--- src/rtl/fmac_fifo_rd_framer.sv ---
// Drains length-prefixed frames (2-byte big-endian length + payload) from the MAC byte FIFO.
// Latency: first payload byte valid 4 cycles after the first read; 1 byte/cycle sustained.
// Backpressure: reads are credited against a 2-entry output buffer, so tx_ready low stalls reads.
module fmac_fifo_rd_framer #(
    parameter int WIDTH   = 8,
    parameter int PTR     = 12,
    parameter int MAX_LEN = 1518,
    parameter int LEN_W   = 16
) (
    input  logic             clk,
    input  logic             reset_,
    output logic             fifo_rdreq,
    input  logic [WIDTH-1:0] fifo_q,
    input  logic             fifo_rdempty,
    input  logic [PTR:0]     fifo_rdusedw,
    output logic [WIDTH-1:0] tx_data,
    output logic             tx_valid,
    input  logic             tx_ready,
    output logic             tx_sop,
    output logic             tx_eop,
    output logic             len_err,
    output logic [15:0]      frm_cnt,
    output logic             busy
);
    typedef enum logic [1:0] {HDR_HI, HDR_LO, PAYLOAD, DROP} state_t;
    typedef struct packed {
        logic             sop;
        logic             eop;
        logic [WIDTH-1:0] dat;
    } beat_t;

    state_t           state_q;
    logic             inflight_q;
    logic             sop_pend_q;
    logic             len_err_q;
    logic [WIDTH-1:0] len_hi_q;
    logic [LEN_W-1:0] rem_q;
    logic [1:0]       occ_q;
    beat_t            buf0_q;
    beat_t            buf1_q;
    logic [15:0]      frm_cnt_q;

    logic [LEN_W-1:0] hdr_len;
    logic [1:0]       used;
    logic             push;
    logic             pop;
    beat_t            push_beat;
    logic             unused_rdusedw;

    assign hdr_len        = {len_hi_q, fifo_q};
    assign used           = occ_q + {1'b0, inflight_q};
    assign pop            = tx_valid && tx_ready;
    assign push           = inflight_q && (state_q == PAYLOAD);
    assign push_beat      = {sop_pend_q, (rem_q == LEN_W'(1)), fifo_q};
    assign unused_rdusedw = ^fifo_rdusedw;

    // Every outstanding read owns a buffer slot, header and dropped bytes included.
    assign fifo_rdreq = reset_ && !fifo_rdempty &&
                        ((used < 2'd2) || ((used == 2'd2) && pop));

    assign tx_valid = (occ_q != 2'd0);
    assign tx_data  = buf0_q.dat;
    assign tx_sop   = tx_valid && buf0_q.sop;
    assign tx_eop   = tx_valid && buf0_q.eop;
    assign len_err  = len_err_q;
    assign frm_cnt  = frm_cnt_q;
    assign busy     = (state_q != HDR_HI) || (occ_q != 2'd0);

    always_ff @(posedge clk or negedge reset_) begin
        if (!reset_) begin
            state_q    <= HDR_HI;
            inflight_q <= 1'b0;
            sop_pend_q <= 1'b0;
            len_err_q  <= 1'b0;
            len_hi_q   <= '0;
            rem_q      <= '0;
            occ_q      <= 2'd0;
            buf0_q     <= '0;
            buf1_q     <= '0;
            frm_cnt_q  <= '0;
        end else begin
            inflight_q <= fifo_rdreq;
            len_err_q  <= 1'b0;

            if (inflight_q) begin
                case (state_q)
                    HDR_HI: begin
                        len_hi_q <= fifo_q;
                        state_q  <= HDR_LO;
                    end
                    HDR_LO: begin
                        if (hdr_len == '0) begin
                            len_err_q <= 1'b1;
                            state_q   <= HDR_HI;
                        end else if (hdr_len > LEN_W'(MAX_LEN)) begin
                            len_err_q <= 1'b1;
                            rem_q     <= hdr_len;
                            state_q   <= DROP;
                        end else begin
                            rem_q      <= hdr_len;
                            sop_pend_q <= 1'b1;
                            state_q    <= PAYLOAD;
                        end
                    end
                    PAYLOAD: begin
                        sop_pend_q <= 1'b0;
                        rem_q      <= rem_q - LEN_W'(1);
                        if (rem_q == LEN_W'(1)) state_q <= HDR_HI;
                    end
                    DROP: begin
                        rem_q <= rem_q - LEN_W'(1);
                        if (rem_q == LEN_W'(1)) state_q <= HDR_HI;
                    end
                    default: state_q <= HDR_HI;
                endcase
            end

            // buf0 is always the head; buf1 only holds data when occ is 2.
            case ({push, pop})
                2'b10: begin
                    if (occ_q == 2'd0) buf0_q <= push_beat;
                    else               buf1_q <= push_beat;
                    occ_q <= occ_q + 2'd1;
                end
                2'b01: begin
                    buf0_q <= buf1_q;
                    occ_q  <= occ_q - 2'd1;
                end
                2'b11: begin
                    if (occ_q == 2'd1) begin
                        buf0_q <= push_beat;
                    end else begin
                        buf0_q <= buf1_q;
                        buf1_q <= push_beat;
                    end
                end
                default: ;
            endcase

            if (pop && tx_eop) frm_cnt_q <= frm_cnt_q + 16'd1;
        end
    end
endmodule

--- config.mk ---
export PLATFORM = sky130hd
export DESIGN_NAME = fmac_fifo_rd_framer
export DESIGN_NICKNAME = d
export VERILOG_FILES = /design/src/rtl/fmac_fifo_rd_framer.sv
export SDC_FILE = /design/constraint.sdc
export NUM_CORES = 1
export LEC_CHECK = 0
export BUFFER_PORTS_ARGS = -buffer_cell sky130_fd_sc_hd__buf_2
export CAP_MARGIN = 20
export CORE_MARGIN = 5
export CORE_UTILIZATION = 50
export CTS_CLUSTER_SIZE = 14
export DETAILED_ROUTE_END_ITERATION = 16
export GPL_TIMING_DRIVEN = 0
export HOLD_SLACK_MARGIN = 0.08
export PLACE_DENSITY_LB_ADDON = 0.12
export SLEW_MARGIN = 20
export SYNTH_ARGS = -nofsm -noshare
export SYNTH_HDL_FRONTEND = slang
export SYNTH_SLANG_ARGS = --single-unit
--- constraint.sdc ---
create_clock -name clk -period 3.5 [get_ports clk]
set_clock_uncertainty 0.2 [all_clocks]
set_input_delay 0.7 -clock clk [delete_from_list [all_inputs] [get_ports clk]]
set_output_delay 0.7 -clock clk [all_outputs]
set_load 0.005 [all_outputs]
* Yosys cells after proc, flatten, opt, wreduce, memory -nomap -nowiden
Cells that the tools add are included.
Cells by class: eq/ne operators 15, reductions and logical operators 28, multiplexer cells 20, order comparisons 2, add/sub/neg operators 5
Operators by type and width (count):
- two-way mux 10 bit | 4
- case mux 16 bit (2 select lines) | 1
- case mux 10 bit (3 select lines) | 1
- case mux 10 bit (2 select lines) | 1
- adder 16 x 1 -> 16 bit (second input constant) | 1
- == test 16 x 1 -> 1 bit (second input constant) | 1
- > comparator 16 x 11 -> 1 bit (second input constant) | 1
- zero test 16 bit | 1
- two-way mux 16 bit | 1
- subtractor 16 x 1 -> 16 bit (second input constant) | 1
- nonzero test 2 bit | 6
- == test 2 bit (second input constant) | 5
- inequality test 2 bit (second input constant) | 5
- logical AND 1 bit | 8
- two-way mux 1 bit | 7
- == test 2 x 1 -> 1 bit (second input constant) | 3
- case mux 2 bit (3 select lines) | 1
- AND reduction 2 bit | 3
- AND reduction 3 bit | 2
- zero test 2 bit | 2
- two-way mux 2 bit | 2
- case mux 2 bit (2 select lines) | 1
- AND reduction 4 bit | 1
- nonzero test 3 bit | 1
- 9 further kinds | 10
Word-level totals: input bits 25, register bits 67, logic and storage cells 84

* Depth between registers and ports, before layout
depth in word-level cells 5, gate-level depth with buffers 10, depth with buffers taken out 10

* Least setup slack after synthesis
No wires, ideal clock.
kind register to register, from reg occ_q[0], to reg buf1_q[0] (netlist name), stages on the path, launching flop included 11, clock period less this slack 2.393 ns, setup time 0.125 ns, arrival time 2.068 ns, required time 3.175 ns, slack 1.107 ns, cells stage by stage dfrtp_1 > inv_1 > ha_1 > inv_1 > nand2_1 > inv_1 > ha_1 > nand2_1 > o211a_1 > clkbuf_1 > mux2_2
On the way: longest elaborated chain between the ends 5, elaborated cells between the ends (all ways) 11
Ends and longest elaborated chain:
- start, declared | line 38 | logic [1:0] occ_q;
- start signal, assigned | line 123 | occ_q <= occ_q + 2'd1;
- start signal, assigned | line 127 | occ_q <= occ_q - 2'd1;
- nonzero test 2 bit * | line 61 | assign tx_valid = (occ_q != 2'd0);
- via tx_valid | line 17 | output logic tx_valid,
- logical AND 1 bit * | line 52 | assign pop = tx_valid && tx_ready;
- == test 2 bit | line 119 | case ({push, pop})
- inequality test 2 bit (no source line) / nonzero test 2 bit (equally long branches)
- AND reduction 3 bit (no source line)
- end signal, assigned | line 122 | else buf1_q <= push_beat;
- end signal, assigned | line 134 | buf1_q <= push_beat;
- end, declared | line 40 | beat_t buf1_q;
The timed path passes the listed nets; every way through them passes the cells marked *. A chain may end at the register's enable or synchronous reset.

* Final worst setup path
from in reset_, to out fifo_rdreq
On the way: longest elaborated chain between the ends 2
Ends and longest elaborated chain:
- start, declared | line 11 | input logic reset_,
- logical AND 1 bit (2 in a row) | line 58 | assign fifo_rdreq = reset_ && !fifo_rdempty &&
- end, declared | line 12 | output logic fifo_rdreq,
No other way between the ends.

==> flow_summary.html <==
<table>
<tr><th>Metric</th><th>Value</th></tr>
<tr><th colspan="2">Hold path</th></tr>
<tr><td>Startpoint of the tightest hold check path</td><td>buf0_q[9]</td></tr>
<tr><td>Hold depth</td><td>2</td></tr>
<tr><td>Endpoint of the worst hold path</td><td>buf0_q[9]</td></tr>
<tr><td>Class of the tightest hold or removal check</td><td>reg -&gt; reg</td></tr>
<tr><th colspan="2">Critical path</th></tr>
<tr><td>Critical R2R Launch</td><td>occ_q[0]</td></tr>
<tr><td>CP Max Fanout</td><td>28</td></tr>
<tr><td>Worst Setup Path Type</td><td>in -&gt; out</td></tr>
<tr><td>Kind of end point of the critical path</td><td>output port</td></tr>
<tr><td>Worst Setup Start Kind</td><td>input pin</td></tr>
<tr><td>Worst setup path start</td><td>reset_</td></tr>
<tr><td>FF-to-FF path depth</td><td>10</td></tr>
<tr><td>Critical R2R Capture</td><td>buf1_q[3]</td></tr>
<tr><td>Reg-to-reg setup timing slack</td><td>0.79 ns</td></tr>
<tr><td>Critical Path AT</td><td>1.93 ns</td></tr>
<tr><td>Crit path required time</td><td>around 2.6 ns</td></tr>
<tr><th colspan="2">Synth</th></tr>
<tr><td>Netlist area before placement</td><td>3526 um2</td></tr>
<tr><td>Distinct cell type count of the synthesized netlist</td><td>47</td></tr>
<tr><td>Mean instance size in the synthesized netlist</td><td>10.22 um2</td></tr>
<tr><td>Synth Instances</td><td>345</td></tr>
<tr><td>Portion of the post-synthesis area used by sequential elements</td><td>0.4755</td></tr>
<tr><td>Cell with the most instances after synthesis</td><td>sky130_fd_sc_hd__dfrtp_1</td></tr>
<tr><td>Dominant cells by area after synthesis</td><td>sky130_fd_sc_hd__dfrtp_1, sky130_fd_sc_hd__mux2_2, sky130_fd_sc_hd__ha_1</td></tr>
<tr><td>EDFF count, synth</td><td>0</td></tr>
<tr><td>Proportion of register bits with asynchronous set or reset after synthesis</td><td>1.000</td></tr>
<tr><td>Flip-flop cell with the highest count after synthesis</td><td>sky130_fd_sc_hd__dfrtp_1</td></tr>
<tr><td>Number of synthesized register bits</td><td>67</td></tr>
<tr><td>Commonest cells in the synthesized netlist</td><td>sky130_fd_sc_hd__dfrtp_1, sky130_fd_sc_hd__nand2_1, sky130_fd_sc_hd__o21ai_0, sky130_fd_sc_hd__a21oi_1, sky130_fd_sc_hd__mux2_2</td></tr>
<tr><td>Net count after synthesis</td><td>between 300 and 400</td></tr>
<tr><td>Portion of synthesized cell area occupied by the leading cell type</td><td>0.4755</td></tr>
<tr><td>Area leader, netlist</td><td>sky130_fd_sc_hd__dfrtp_1</td></tr>
<tr><td>Warnings, synthesis</td><td>0</td></tr>
<tr><th colspan="2">Pwr</th></tr>
<tr><td>Share of total power in combinational logic</td><td>0.375</td></tr>
<tr><td>Max VDD drop</td><td>0.4086 mV</td></tr>
<tr><td>Ratio of total power to cell area</td><td>just under 800 nW/um2</td></tr>
<tr><td>Part of the power in registers</td><td>0.399</td></tr>
<tr><td>Fraction of power spent switching nets</td><td>0.3766</td></tr>
<tr><td>Internal Power</td><td>0.002004 W</td></tr>
<tr><td>Cell leakage power</td><td>1.970 nW</td></tr>
<tr><td>Clock network fraction of total power</td><td>0.226</td></tr>
<tr><td>Overall power consumption</td><td>0.003215 W</td></tr>
<tr><td>Net switching power</td><td>0.001211 W</td></tr>
<tr><th colspan="2">STA</th></tr>
<tr><td>Maximum clock frequency</td><td>roughly 350 MHz</td></tr>
<tr><td>Number of setup violations in the final report</td><td>0</td></tr>
<tr><td>Final hold slack</td><td>0.2739 ns</td></tr>
<tr><td>Final hold viol count</td><td>0</td></tr>
<tr><td>Final worst slack</td><td>between 0.6 and 0.7 ns</td></tr>
<tr><td>Max_slew headroom</td><td>0.5367</td></tr>
<tr><td>Total Negative Setup Slacks</td><td>0 ns</td></tr>
<tr><td>Transition time at the pin with the least slew margin</td><td>0.6925 ns</td></tr>
<tr><td>Number of pins exceeding their max-slew limit in the final report</td><td>0</td></tr>
<tr><td>RSZ-0062 raised after global routing</td><td>no</td></tr>
<tr><td>Fin crit share</td><td>0.8076</td></tr>
<tr><td>Time the worst path needs with I/O delays and setup</td><td>about 2.8 ns</td></tr>
<tr><th colspan="2">Clock network</th></tr>
<tr><td>Number of buffers created by CTS</td><td>9</td></tr>
<tr><td>TritonCTS clock tree</td><td>yes</td></tr>
<tr><td>Maximum number of buffers from clock root to sink</td><td>2</td></tr>
<tr><td>Count of instances resized after the clock tree is built</td><td>0</td></tr>
<tr><td>CTS sink cnt</td><td>67</td></tr>
<tr><td>Clk root buf</td><td>sky130_fd_sc_hd__clkbuf_8</td></tr>
<tr><td>H-Tree Depth</td><td>3</td></tr>
<tr><td>Clock transition at the registers of the reported paths</td><td>approximately 0.070 ns</td></tr>
<tr><td>Worst skew pair latency</td><td>0.34 ns</td></tr>
<tr><th colspan="2">Route</th></tr>
<tr><td>Routed vias</td><td>2783</td></tr>
<tr><td>Average wire per standard cell</td><td>roughly 15 um</td></tr>
<tr><td>Total detailed-routing wirelength</td><td>7.732 mm</td></tr>
<tr><td>Vias per Instance</td><td>5.566</td></tr>
<tr><td>Remaining routing DRC violations</td><td>0</td></tr>
<tr><td>Detailed router's first-iteration violation count</td><td>162</td></tr>
<tr><td>Antenna viol nets, final</td><td>0</td></tr>
<tr><td>TritonRoute pass-1 iters</td><td>4</td></tr>
<tr><th colspan="2">Place</th></tr>
<tr><td>Quantity of I/O buffers inserted on ports</td><td>approximately 40</td></tr>
<tr><td>Post-DP HPWL</td><td>5.529 mm</td></tr>
<tr><td>Post-placement setup slack</td><td>0.7676 ns</td></tr>
<tr><td>RePlAce Congestion</td><td>0.8882</td></tr>
<tr><th colspan="2">GRT</th></tr>
<tr><td>Number of global-route vias before repair</td><td>2753</td></tr>
<tr><td>Congestion Overflow GR</td><td>0</td></tr>
<tr><td>Global router's overall resource usage</td><td>0.1907</td></tr>
<tr><td>Pin count of the biggest net entering global routing</td><td>42</td></tr>
<tr><td>Initial antenna violation count</td><td>0</td></tr>
<tr><td>Wire length of the first global-routing pass</td><td>13.32 mm</td></tr>
<tr><th colspan="2">Outcome</th></tr>
<tr><td>Outcome</td><td>finished, final reports clean</td></tr>
<tr><th colspan="2">Floorplanning</th></tr>
<tr><td>Full die area</td><td>around 8800 um2</td></tr>
<tr><td>Core Area</td><td>approximately 7000 um2</td></tr>
<tr><td>Count of boundary I/O pins</td><td>55</td></tr>
<tr><td>Num rows</td><td>30</td></tr>
<tr><td>DIE WIDTH</td><td>about 94 um</td></tr>
<tr><td>Initial Util</td><td>0.5161</td></tr>
<tr><td>Die span in y</td><td>around 94 um</td></tr>
<tr><th colspan="2">Run</th></tr>
<tr><td>Max-capacitance violation count</td><td>0</td></tr>
<tr><th colspan="2">Layout</th></tr>
<tr><td>Net count reported at finish</td><td>438</td></tr>
<tr><td>Antenna cell count</td><td>0</td></tr>
<tr><td>Fraction of final layout cells sized beyond drive strength 1</td><td>0.2426</td></tr>
<tr><td>Area added between synthesis and finish</td><td>16.54%</td></tr>
</table>
==> registers in the layout (all words and copies together) (netlist names) <==
name,count
frm_cnt,16
inflight_q,1
state_q,2
sop_pend_q,1
tx_data,8
rem_q,16
occ_q,2
buf1_q,10
len_err,1
buf0_q,2
len_hi_q,8
==> power groups by stage <==
| stage | combinational [W] | clock (W) | sequential, W |
|---|---|---|---|
| floorplan | 0.000910 | 0 | 0.00122 |
| global placement | 0.00118 | 0 | 0.00128 |
| detailed placement | 0.00121 | 0 | 0.00129 |
| CTS | 0.00122 | 0.000740 | 0.00128 |
| global route | 0.00138 | 0.000782 | 0.00132 |
| finish | 0.00121 | 0.000725 | 0.00128 |
==> layout make-up <==
type | count | area, um2
buffer | 20 | 120.1
clock buffer | 10 | 137.6
clock inverter | 6 | 87.58
fill | 628 | 2723
inverter | 13 | 48.80
multi-input combinational | 245 | 1680
sequential | 67 | 1677
tap | 96 | 120.1
timing repair buffer | 43 | 237.7
==> cells by family after synthesis <==
| logic type | synth area share |
|---|---|
| AND/OR/NAND/NOR | 0.1650 |
| AO/OA/AOI/OAI | 0.1476 |
| flip-flops | 0.4755 |
| buffers and inverters | 0.04791 |
| multiplexers | 0.06955 |
| XOR/XNOR | 0.04471 |
| adder cells (fa/ha/maj) | 0.04968 |
==> timing repair <==
item                      CTS  global route
hold endpoints to repair   15             0
setup buffers               0             0
hold buffers                1             0
==> cell usage in the layout, fill, tap and decap left out, types with 6 or more instances in the layout <==
master	n
sky130_fd_sc_hd__nor2_1	19
sky130_fd_sc_hd__nand2_1	30
sky130_fd_sc_hd__dfrtp_1	67
sky130_fd_sc_hd__nand3_1	6
sky130_fd_sc_hd__a21oi_1	22
sky130_fd_sc_hd__xnor2_1	10
sky130_fd_sc_hd__o21ai_0	28
sky130_fd_sc_hd__nor4_1	8
sky130_fd_sc_hd__inv_1	13
sky130_fd_sc_hd__a22oi_1	11
sky130_fd_sc_hd__clkbuf_1	7
sky130_fd_sc_hd__clkbuf_8	10
sky130_fd_sc_hd__xor2_1	8
sky130_fd_sc_hd__ha_1	14
sky130_fd_sc_hd__nor3_1	7
sky130_fd_sc_hd__buf_4	10
sky130_fd_sc_hd__mux2_2	20
sky130_fd_sc_hd__buf_2	43
==> metal layers <==
layer,share of wire,vias to the layer above,global-route usage,wire length [um]
met3,0.045,4,0.04888,347
met5,0,-,0,0
met4,0.0092,0,0.05535,71
li1,-,1342,-,-
met2,0.47,56,0.2986,3652
met1,0.47,1381,0.2610,3660
==> stage by stage <==
| step | instance area [um2] | cells | utilization |
|---|---|---|---|
| after global placement | 3851 | 482 | 0.5637 |
| final | 4109 | 500 | 0.6015 |
| after floorplan | 3526 | 345 | - |
| after detailed placement | 3874 | 483 | 0.5670 |
| after global routing | 4109 | 500 | 0.6015 |
| after CTS | 4109 | 500 | 0.6015 |
==> worst max path at each step <==
stage                 end  depth (start not counted)
2_1_floorplan   buf1_q[0]                         10
3_3_place_gp   fifo_rdreq                          3
3_5_place_dp    buf1_q[3]                         10
4_1_cts        fifo_rdreq                          4
5_1_grt         buf1_q[5]                         10
6_report       fifo_rdreq                          4
==> worst max-delay path: stages <==
cell                            delay (ns)
sky130_fd_sc_hd__dlygate4sd3_1        0.53
sky130_fd_sc_hd__buf_4                0.35
sky130_fd_sc_hd__and3b_1              0.23
sky130_fd_sc_hd__buf_2                0.11
(Power assumes the default switching activity.)
